`src/rtl/oka_pipe_if.sv`:
```
// Handshake and data bundle for oka_pipe.
// Operand side: iValid/oReady with iX, iY, iTag.
// Product side: oValid/iReady with oO, oTag, plus the oBusy drain flag.
interface oka_pipe_if #(
  parameter int wI = 32,
  parameter int wT = 8
);

  logic            iValid;
  logic            oReady;
  logic [wI-1:0]   iX;
  logic [wI-1:0]   iY;
  logic [wT-1:0]   iTag;

  logic            oValid;
  logic            iReady;
  logic [2*wI-1:0] oO;
  logic [wT-1:0]   oTag;
  logic            oBusy;

  modport slave (
    input  iValid, iX, iY, iTag, iReady,
    output oReady, oValid, oO, oTag, oBusy
  );

  modport master (
    output iValid, iX, iY, iTag, iReady,
    input  oReady, oValid, oO, oTag, oBusy
  );

endinterface

```
`src/rtl/oka_pipe.sv`:
```
// Three-stage pipelined Karatsuba multiplier with valid/ready handshakes
// on both sides and a sideband tag that travels with each product.
// Stage 1 splits the operands and forms the half sums, stage 2 forms the
// three partial products, stage 3 recombines them into the output register.
// Each stage advances whenever the stage after it can make room, so idle
// slots collapse and a full pipe still streams one result per cycle.
module oka_pipe #(
  parameter int wI = 32,
  parameter int wO = 2 * wI,
  parameter int wT = 8
) (
  input  logic      iClk,
  input  logic      iRst_n,
  oka_pipe_if.slave bus
);

  localparam int H = wI / 2;

  logic           rdy1;
  logic           rdy2;
  logic           rdy3;

  logic           v1_q;
  logic [H-1:0]   xl1_q;
  logic [H-1:0]   xh1_q;
  logic [H-1:0]   yl1_q;
  logic [H-1:0]   yh1_q;
  logic [H:0]     sx1_q;
  logic [H:0]     sy1_q;
  logic [wT-1:0]  tag1_q;

  logic           v2_q;
  logic [2*H-1:0] p0_q;
  logic [2*H-1:0] p2_q;
  logic [2*H+1:0] pm_q;
  logic [wT-1:0]  tag2_q;

  logic           v3_q;
  logic [wO-1:0]  o_q;
  logic [wT-1:0]  tag3_q;

  logic [H:0]     sx_d;
  logic [H:0]     sy_d;
  logic [2*H-1:0] p0_d;
  logic [2*H-1:0] p2_d;
  logic [2*H+1:0] pm_d;
  logic [2*H+1:0] p1Full;
  logic [wO-1:0]  o_d;

  // Ready ripples back from the output: a stage can load if it is empty or its successor can load
  always_comb begin
    rdy3 = !v3_q || bus.iReady;
    rdy2 = !v2_q || rdy3;
    rdy1 = !v1_q || rdy2;
  end

  // Half sums of the operand halves; the extra top bit keeps the carry
  always_comb begin
    sx_d = {1'b0, bus.iX[wI-1:H]} + {1'b0, bus.iX[H-1:0]};
    sy_d = {1'b0, bus.iY[wI-1:H]} + {1'b0, bus.iY[H-1:0]};
  end

  // Stage 1: capture the split operands, half sums and tag on an accepted input
  always_ff @(posedge iClk or negedge iRst_n) begin
    if (!iRst_n) begin
      v1_q   <= 1'b0;
      xl1_q  <= '0;
      xh1_q  <= '0;
      yl1_q  <= '0;
      yh1_q  <= '0;
      sx1_q  <= '0;
      sy1_q  <= '0;
      tag1_q <= '0;
    end else if (rdy1) begin
      v1_q <= bus.iValid;
      if (bus.iValid) begin
        xl1_q  <= bus.iX[H-1:0];
        xh1_q  <= bus.iX[wI-1:H];
        yl1_q  <= bus.iY[H-1:0];
        yh1_q  <= bus.iY[wI-1:H];
        sx1_q  <= sx_d;
        sy1_q  <= sy_d;
        tag1_q <= bus.iTag;
      end
    end
  end

  // The three half-width partial products; operands are widened so nothing truncates
  always_comb begin
    p0_d = {{H{1'b0}}, xl1_q} * {{H{1'b0}}, yl1_q};
    p2_d = {{H{1'b0}}, xh1_q} * {{H{1'b0}}, yh1_q};
    pm_d = {{(H+1){1'b0}}, sx1_q} * {{(H+1){1'b0}}, sy1_q};
  end

  // Stage 2: register the partial products and tag as stage 1 drains forward
  always_ff @(posedge iClk or negedge iRst_n) begin
    if (!iRst_n) begin
      v2_q   <= 1'b0;
      p0_q   <= '0;
      p2_q   <= '0;
      pm_q   <= '0;
      tag2_q <= '0;
    end else if (rdy2) begin
      v2_q <= v1_q;
      if (v1_q) begin
        p0_q   <= p0_d;
        p2_q   <= p2_d;
        pm_q   <= pm_d;
        tag2_q <= tag1_q;
      end
    end
  end

  // Middle term and recombination; P0 never reaches bit wI so P2 and P0 simply concatenate
  always_comb begin
    p1Full = pm_q - {2'b00, p0_q} - {2'b00, p2_q};
    o_d    = {p2_q, p0_q} + (wO'(p1Full) << H);
  end

  // Stage 3: output register, held steady while the consumer stalls
  always_ff @(posedge iClk or negedge iRst_n) begin
    if (!iRst_n) begin
      v3_q   <= 1'b0;
      o_q    <= '0;
      tag3_q <= '0;
    end else if (rdy3) begin
      v3_q <= v2_q;
      if (v2_q) begin
        o_q    <= o_d;
        tag3_q <= tag2_q;
      end
    end
  end

  assign bus.oReady = rdy1;
  assign bus.oValid = v3_q;
  assign bus.oO     = o_q;
  assign bus.oTag   = tag3_q;
  assign bus.oBusy  = v1_q | v2_q | v3_q;

endmodule

```
`src/flat_wrapper.sv`:
```
// flat-port wrapper written by rule: the top's interface ports become plain ports
module oka_pipe_flat 
#(
  parameter int wI = 32,
  parameter int wO = 2 * wI,
  parameter int wT = 8
)
  (iClk, iRst_n, bus_iValid, bus_iX, bus_iY, bus_iTag, bus_iReady, bus_oReady, bus_oValid, bus_oO, bus_oTag, bus_oBusy);
  oka_pipe_if #(.wI(wI), .wT(wT)) bus_i ();
  input  logic iClk;
  input  logic iRst_n;
  input wire logic [$bits(bus_i.iValid)-1:0] bus_iValid;
  input wire logic [$bits(bus_i.iX)-1:0] bus_iX;
  input wire logic [$bits(bus_i.iY)-1:0] bus_iY;
  input wire logic [$bits(bus_i.iTag)-1:0] bus_iTag;
  input wire logic [$bits(bus_i.iReady)-1:0] bus_iReady;
  output wire logic [$bits(bus_i.oReady)-1:0] bus_oReady;
  output wire logic [$bits(bus_i.oValid)-1:0] bus_oValid;
  output wire logic [$bits(bus_i.oO)-1:0] bus_oO;
  output wire logic [$bits(bus_i.oTag)-1:0] bus_oTag;
  output wire logic [$bits(bus_i.oBusy)-1:0] bus_oBusy;
  assign bus_i.iValid = bus_iValid;
  assign bus_i.iX = bus_iX;
  assign bus_i.iY = bus_iY;
  assign bus_i.iTag = bus_iTag;
  assign bus_i.iReady = bus_iReady;
  assign bus_oReady = bus_i.oReady;
  assign bus_oValid = bus_i.oValid;
  assign bus_oO = bus_i.oO;
  assign bus_oTag = bus_i.oTag;
  assign bus_oBusy = bus_i.oBusy;
  oka_pipe #(.wI(wI), .wO(wO), .wT(wT)) u_core (.iClk(iClk), .iRst_n(iRst_n), .bus(bus_i));
endmodule
```
`config.mk`:
```
export PLATFORM = sky130hd
export DESIGN_NAME = oka_pipe_flat
export DESIGN_NICKNAME = d
export VERILOG_FILES = /design/src/rtl/oka_pipe_if.sv /design/src/rtl/oka_pipe.sv /design/src/flat_wrapper.sv
export SDC_FILE = /design/constraint.sdc
export NUM_CORES = 2
export LEC_CHECK = 0
export ABC_AREA = 1
export BUFFER_PORTS_ARGS = -buffer_cell sky130_fd_sc_hd__buf_4
export CAP_MARGIN = 15
export CORE_UTILIZATION = 60
export CTS_CLUSTER_DIAMETER = 200
export DETAILED_ROUTE_END_ITERATION = 6
export PLACE_DENSITY = 0.85
export SETUP_SLACK_MARGIN = 0.4
export SLEW_MARGIN = 20
export SYNTH_ARGS = -nofsm -noshare
export SYNTH_HDL_FRONTEND = slang
export SYNTH_SLANG_ARGS = --single-unit
```
`constraint.sdc`:
```
create_clock -name iClk -period 7.4 [get_ports iClk]
set_input_delay 1.85 -clock iClk [delete_from_list [all_inputs] [get_ports iClk]]
set_output_delay 1.85 -clock iClk [all_outputs]
set_load 0.005 [all_outputs]
```
# Yosys cells after proc, flatten, opt, wreduce, memory -nomap -nowiden
# Index checks and enable logic that the tools add are counted.
# totals
ff_bits,287
latch_bits,0
mem_bits_rw,0
rom_bits,0
inputBits,76
output_inout_bits,75
elab_cells,35
mem_count,0
# op_classes
add_sub_neg,5
mul,3
div_mod_pow,0
n_lt_le_gt_ge,0
n_eq_ne,0
shifts,0
n_mux,0
bitwise,2
n_reduce_logical,9
# op_table
cell,count
34-bit by 32-bit subtractor with 34-bit output,2
64-bit by 50-bit adder with 64-bit output,1
16-bit by 16-bit multiplier with 32-bit output,2
16-bit by 16-bit adder with 17-bit output,2
17-bit by 17-bit multiplier with 34-bit output,1
2-bit AND reduction,3
1-bit zero test,3
1-bit logical OR,3
1-bit bitwise OR,2

# Depth between registers and ports, before layout
# logic_depth
word_depth,5
ltp_mapped,30
depth_no_buf,30

# Worst setup path before layout
# OpenSTA, ideal clock, no wires.
# synth_timing
path_kind,register to register
from,register u_core.sy1_q[2]
to,register u_core.pm_q[18]
setup_time_ps,117
arrival_ps,5244
required_time_ps,7283
path_slack_ps,2039
stages_incl_launch_ff,21
path_buffers,2
period_less_slack_ps,5361
cell_sequence,dfrtp_1 clkbuf_1 clkbuf_1 nand2_1 fa_1 fa_1 inv_1 fa_1 fa_1 fa_1 inv_1 fa_1 inv_1 ha_1 a21oi_1 o21ai_0 a21oi_1 nand2_1 or2_2 nand3_1 nand2_1
# synth_between
elab_chain_cells,1
# synth_lines
item,line_no,rtl
start: declaration,oka_pipe.sv:29,logic [H:0] sy1_q;
start signal: assignment,oka_pipe.sv:82,sy1_q <= sy_d;
17-bit by 17-bit multiplier with 34-bit output,oka_pipe.sv:92,"pm_d = {{(H+1){1'b0}}, sx1_q} * {{(H+1){1'b0}}, sy1_q};"
end signal: assignment,oka_pipe.sv:108,pm_q <= pm_d;
end: declaration,oka_pipe.sv:35,logic [2*H+1:0] pm_q;
# No other way between the ends.
# A chain may end at the register's enable or synchronous reset.

# Worst setup path in the final report
# layout_timing
from,register u_core.xl1_q[7]
to,register u_core.p0_q[15]
# layout_between
elab_chain_cells,1
# layout_lines
item,line_no,rtl
start: declaration,oka_pipe.sv:24,logic [H-1:0] xl1_q;
start signal: assignment,oka_pipe.sv:77,xl1_q <= bus.iX[H-1:0];
16-bit by 16-bit multiplier with 32-bit output,oka_pipe.sv:90,"p0_d = {{H{1'b0}}, xl1_q} * {{H{1'b0}}, yl1_q};"
end signal: assignment,oka_pipe.sv:106,p0_q <= p0_d;
end: declaration,oka_pipe.sv:33,logic [2*H-1:0] p0_q;
# No other way between the ends.

==> results.cfg <==
[clock_network]
cts_setup_buffers = 0
cts_buffer_depth = 3
cts_made_buffers = 36
tritoncts = yes
cts_hold_buf = 0
cts_root_buf = clkbuf_16
clk_transition_reported_paths_ns = 0.08
htreeDepth = 2
cts_resized = 0
cts_sinks = 287
insertion_delay_ns = 0.57

[setup_path]
cp.required_ns = 7.84
start_kind = flop
worstPathCellList = nand2_1, fa_1, inv_1, fa_1, inv_1, fa_1, inv_1, fa_1, fa_1, inv_1, fa_1, inv_1, ha_1, a21oi_1, a21boi_0, nand3_1, o21ai_0, o21ai_0
critical_path.slowest_cell = dfrtp_1
crit_arrival_ns = 6.61
endpoint_kind = flop
critPathMaxFanout = 17
crit_top_cell = fa_1
r2r_setup_slack_ns = 1.24
path_class = reg -> reg
critical-path-max-stage-delay_ns = 0.88
reg2regPathDepth = 18

[routing]
wl_microns = 140300
final_antenna_net_count = 0
drc = 0
viasPerCell = 5.539
wl_per_cell_microns = 18.91
drt-pass1-iter-count = 6
num_vias = 41099
drtIter0Drc = 3910

[die]
die_area_sq_um = 78440
coreArea_sq_um = 76200
die_y_microns = 280.1
ios = 151
initial_core_util_pct = 60.89
rows = 101
die_w_microns = 280.1

[finish]
fin_cells = 7420
diodes = 0
final_nets = 7507
drive_gt1_share_pct = 4.664
layout_commonest_cell = nand2_1
area_growth_pct = 5.928
most-common-layout-cells = nand2_1, inv_1, fa_1

[synth]
synth-seq-cells = 287
synth_area_leaders = fa_1, nand2_1, dfrtp_1, inv_1, ha_1
avgSynthCellArea_sq_um = 7.228
synth_edf_count = 0
synth_top_area_cell = fa_1
yosysUniqueCellTypes = 43
netlist.area_leader.share_pct = 27.92
syn_nets = 7559
async_reset_ff_share_pct = 100.0
seq_area_frac_synth_pct = 15.48
yosysWarningCount = 0
syn_area_sq_um = 46400
synthFlopType = dfrtp_1
synthCells = 6419

[timing]
fin_crit_ns = 6.164
setup_tns_ns = 0
finalClockSkew_ns = 0.03445
slew_headroom_pct = 32.26
rsz0062_at_grt = false
tightest_slew_ns = 1.016
finalSetupViolations = 0
max_freq_ghz = 0.1622
fin_crit_sh_pct = 83.30
finalHoldViolCount = 0
slew_viol_final = 0

[global_route]
grt_pass1_wl_microns = 225300
grt_antenna_before_repair = 3
first_global_vias = 42434
grt_max_degree = 127
overflow = 0
grtUsageTotal_pct = 37.06

[min_path]
hold_depth = 2
hp-class = reg -> reg

[run_status]
status = finished, final reports clean

[job]
cap_violations = 0

[placed_design]
hpwl_microns = 112900
place_congestion = 1.016
numPortBuffers = 150
place_inst = 7359
-- per-stage QoR --
step / worst slack (ns) / util (%) / instance area, sq um / hold WS, ns
6_report: 1.236 / 64.49 / 49150 / 0.4755
5_1_grt: 0.8920 / 64.49 / 49150 / 0.5038
4_1_cts: 1.340 / 64.49 / 49150 / 0.4767
3_5_place_dp: 1.312 / 62.94 / 47960 / 0.4631
3_3_place_gp: 1.356 / 62.94 / 47960 / 0.4544
2_1_floorplan: 2.039 / - / 46400 / 0.4422
-- synthesized netlist by cell type, types with 3 or more instances --
master,number
fa_1,647
and2_1,3
nand2_2,19
clkbuf_1,217
nand3_1,250
xnor2_1,54
o21a_1,9
a21oi_1,197
o21ai_0,206
a31oi_1,9
buf_2,29
a21o_1,8
o21bai_1,17
or2_1,5
nand4_1,42
o21ai_1,14
o22ai_1,8
inv_1,1469
nor2_1,262
buf_1,8
xor2_1,41
nor2_4,3
o21ai_2,8
inv_2,8
ha_1,417
nor4_1,5
or2_2,7
nand3b_1,19
nor2_2,18
nand2_1,2083
nor3_1,35
dfrtp_1,287
-- kinds of logic after synthesis --
family | Yosys count | share of synthesized area, %
xor gates and xnor gates | 95 | 1.793
DFF | 287 | 15.48
buffers and inverters | 1733 | 14.12
adders and majority gates | 1064 | 39.16
AOI/OAI and AO/OA | 481 | 5.520
and+or+nand+nor | 2759 | 23.92
-- routing by layer --
metal	part of all wire (%)	vias up	global-route usage, %
li1	-	18899	-
met5	0.042	-	0
met2	45	2033	58.91
met3	9.5	456	6.570
met1	39	19705	47.92
met4	6.4	6	20.88
-- final timing paths --
path | start | to
min in group asynchronous | iRst_n | u_core.xl1_q[0]
max in group asynchronous | iRst_n | u_core.bus.oO[48]
hold reg to reg | u_core.tag2_q[3] | u_core.bus.oTag[3]
setup reg to reg | u_core.xl1_q[7] | u_core.p0_q[15]
setup / recovery | u_core.xl1_q[7] | u_core.p0_q[15]
hold / removal | u_core.tag2_q[3] | u_core.bus.oTag[3]
-- state kept, by name (all words and copies together) (netlist names), 8 cells and up --
name / cells
u_core.yh1_q: 16
u_core.yl1_q: 16
u_core.p2_q: 32
u_core.pm_q: 34
u_core.sy1_q: 17
u_core.bus.oO: 64
u_core.tag2_q: 8
u_core.xh1_q: 16
u_core.bus.oTag: 8
u_core.sx1_q: 17
u_core.p0_q: 32
u_core.tag1_q: 8
u_core.xl1_q: 16
-- critical path, delay by kind of cell (launching register included) --
kind	cells	cell delay [ns]
adders and majority gates	7	3.37
AOI/OAI and AO/OA	4	1.06
DFF	1	0.88
and+or+nand+nor	2	0.46
buffers and inverters	5	0.28
-- area by class of cell --
class | instances | area (sq um)
clock buffer | 40 | 945.9
clock inverter | 21 | 239.0
fill | 6568 | 27060
inverter | 1478 | 5549
multi-input combinational | 4399 | 32680
sequential | 287 | 7182
tap | 1030 | 1289
timing repair buffer | 165 | 1259
Power is not shown: default switching activity piles up to over one toggle a cycle in this logic, so the estimate is an artifact.
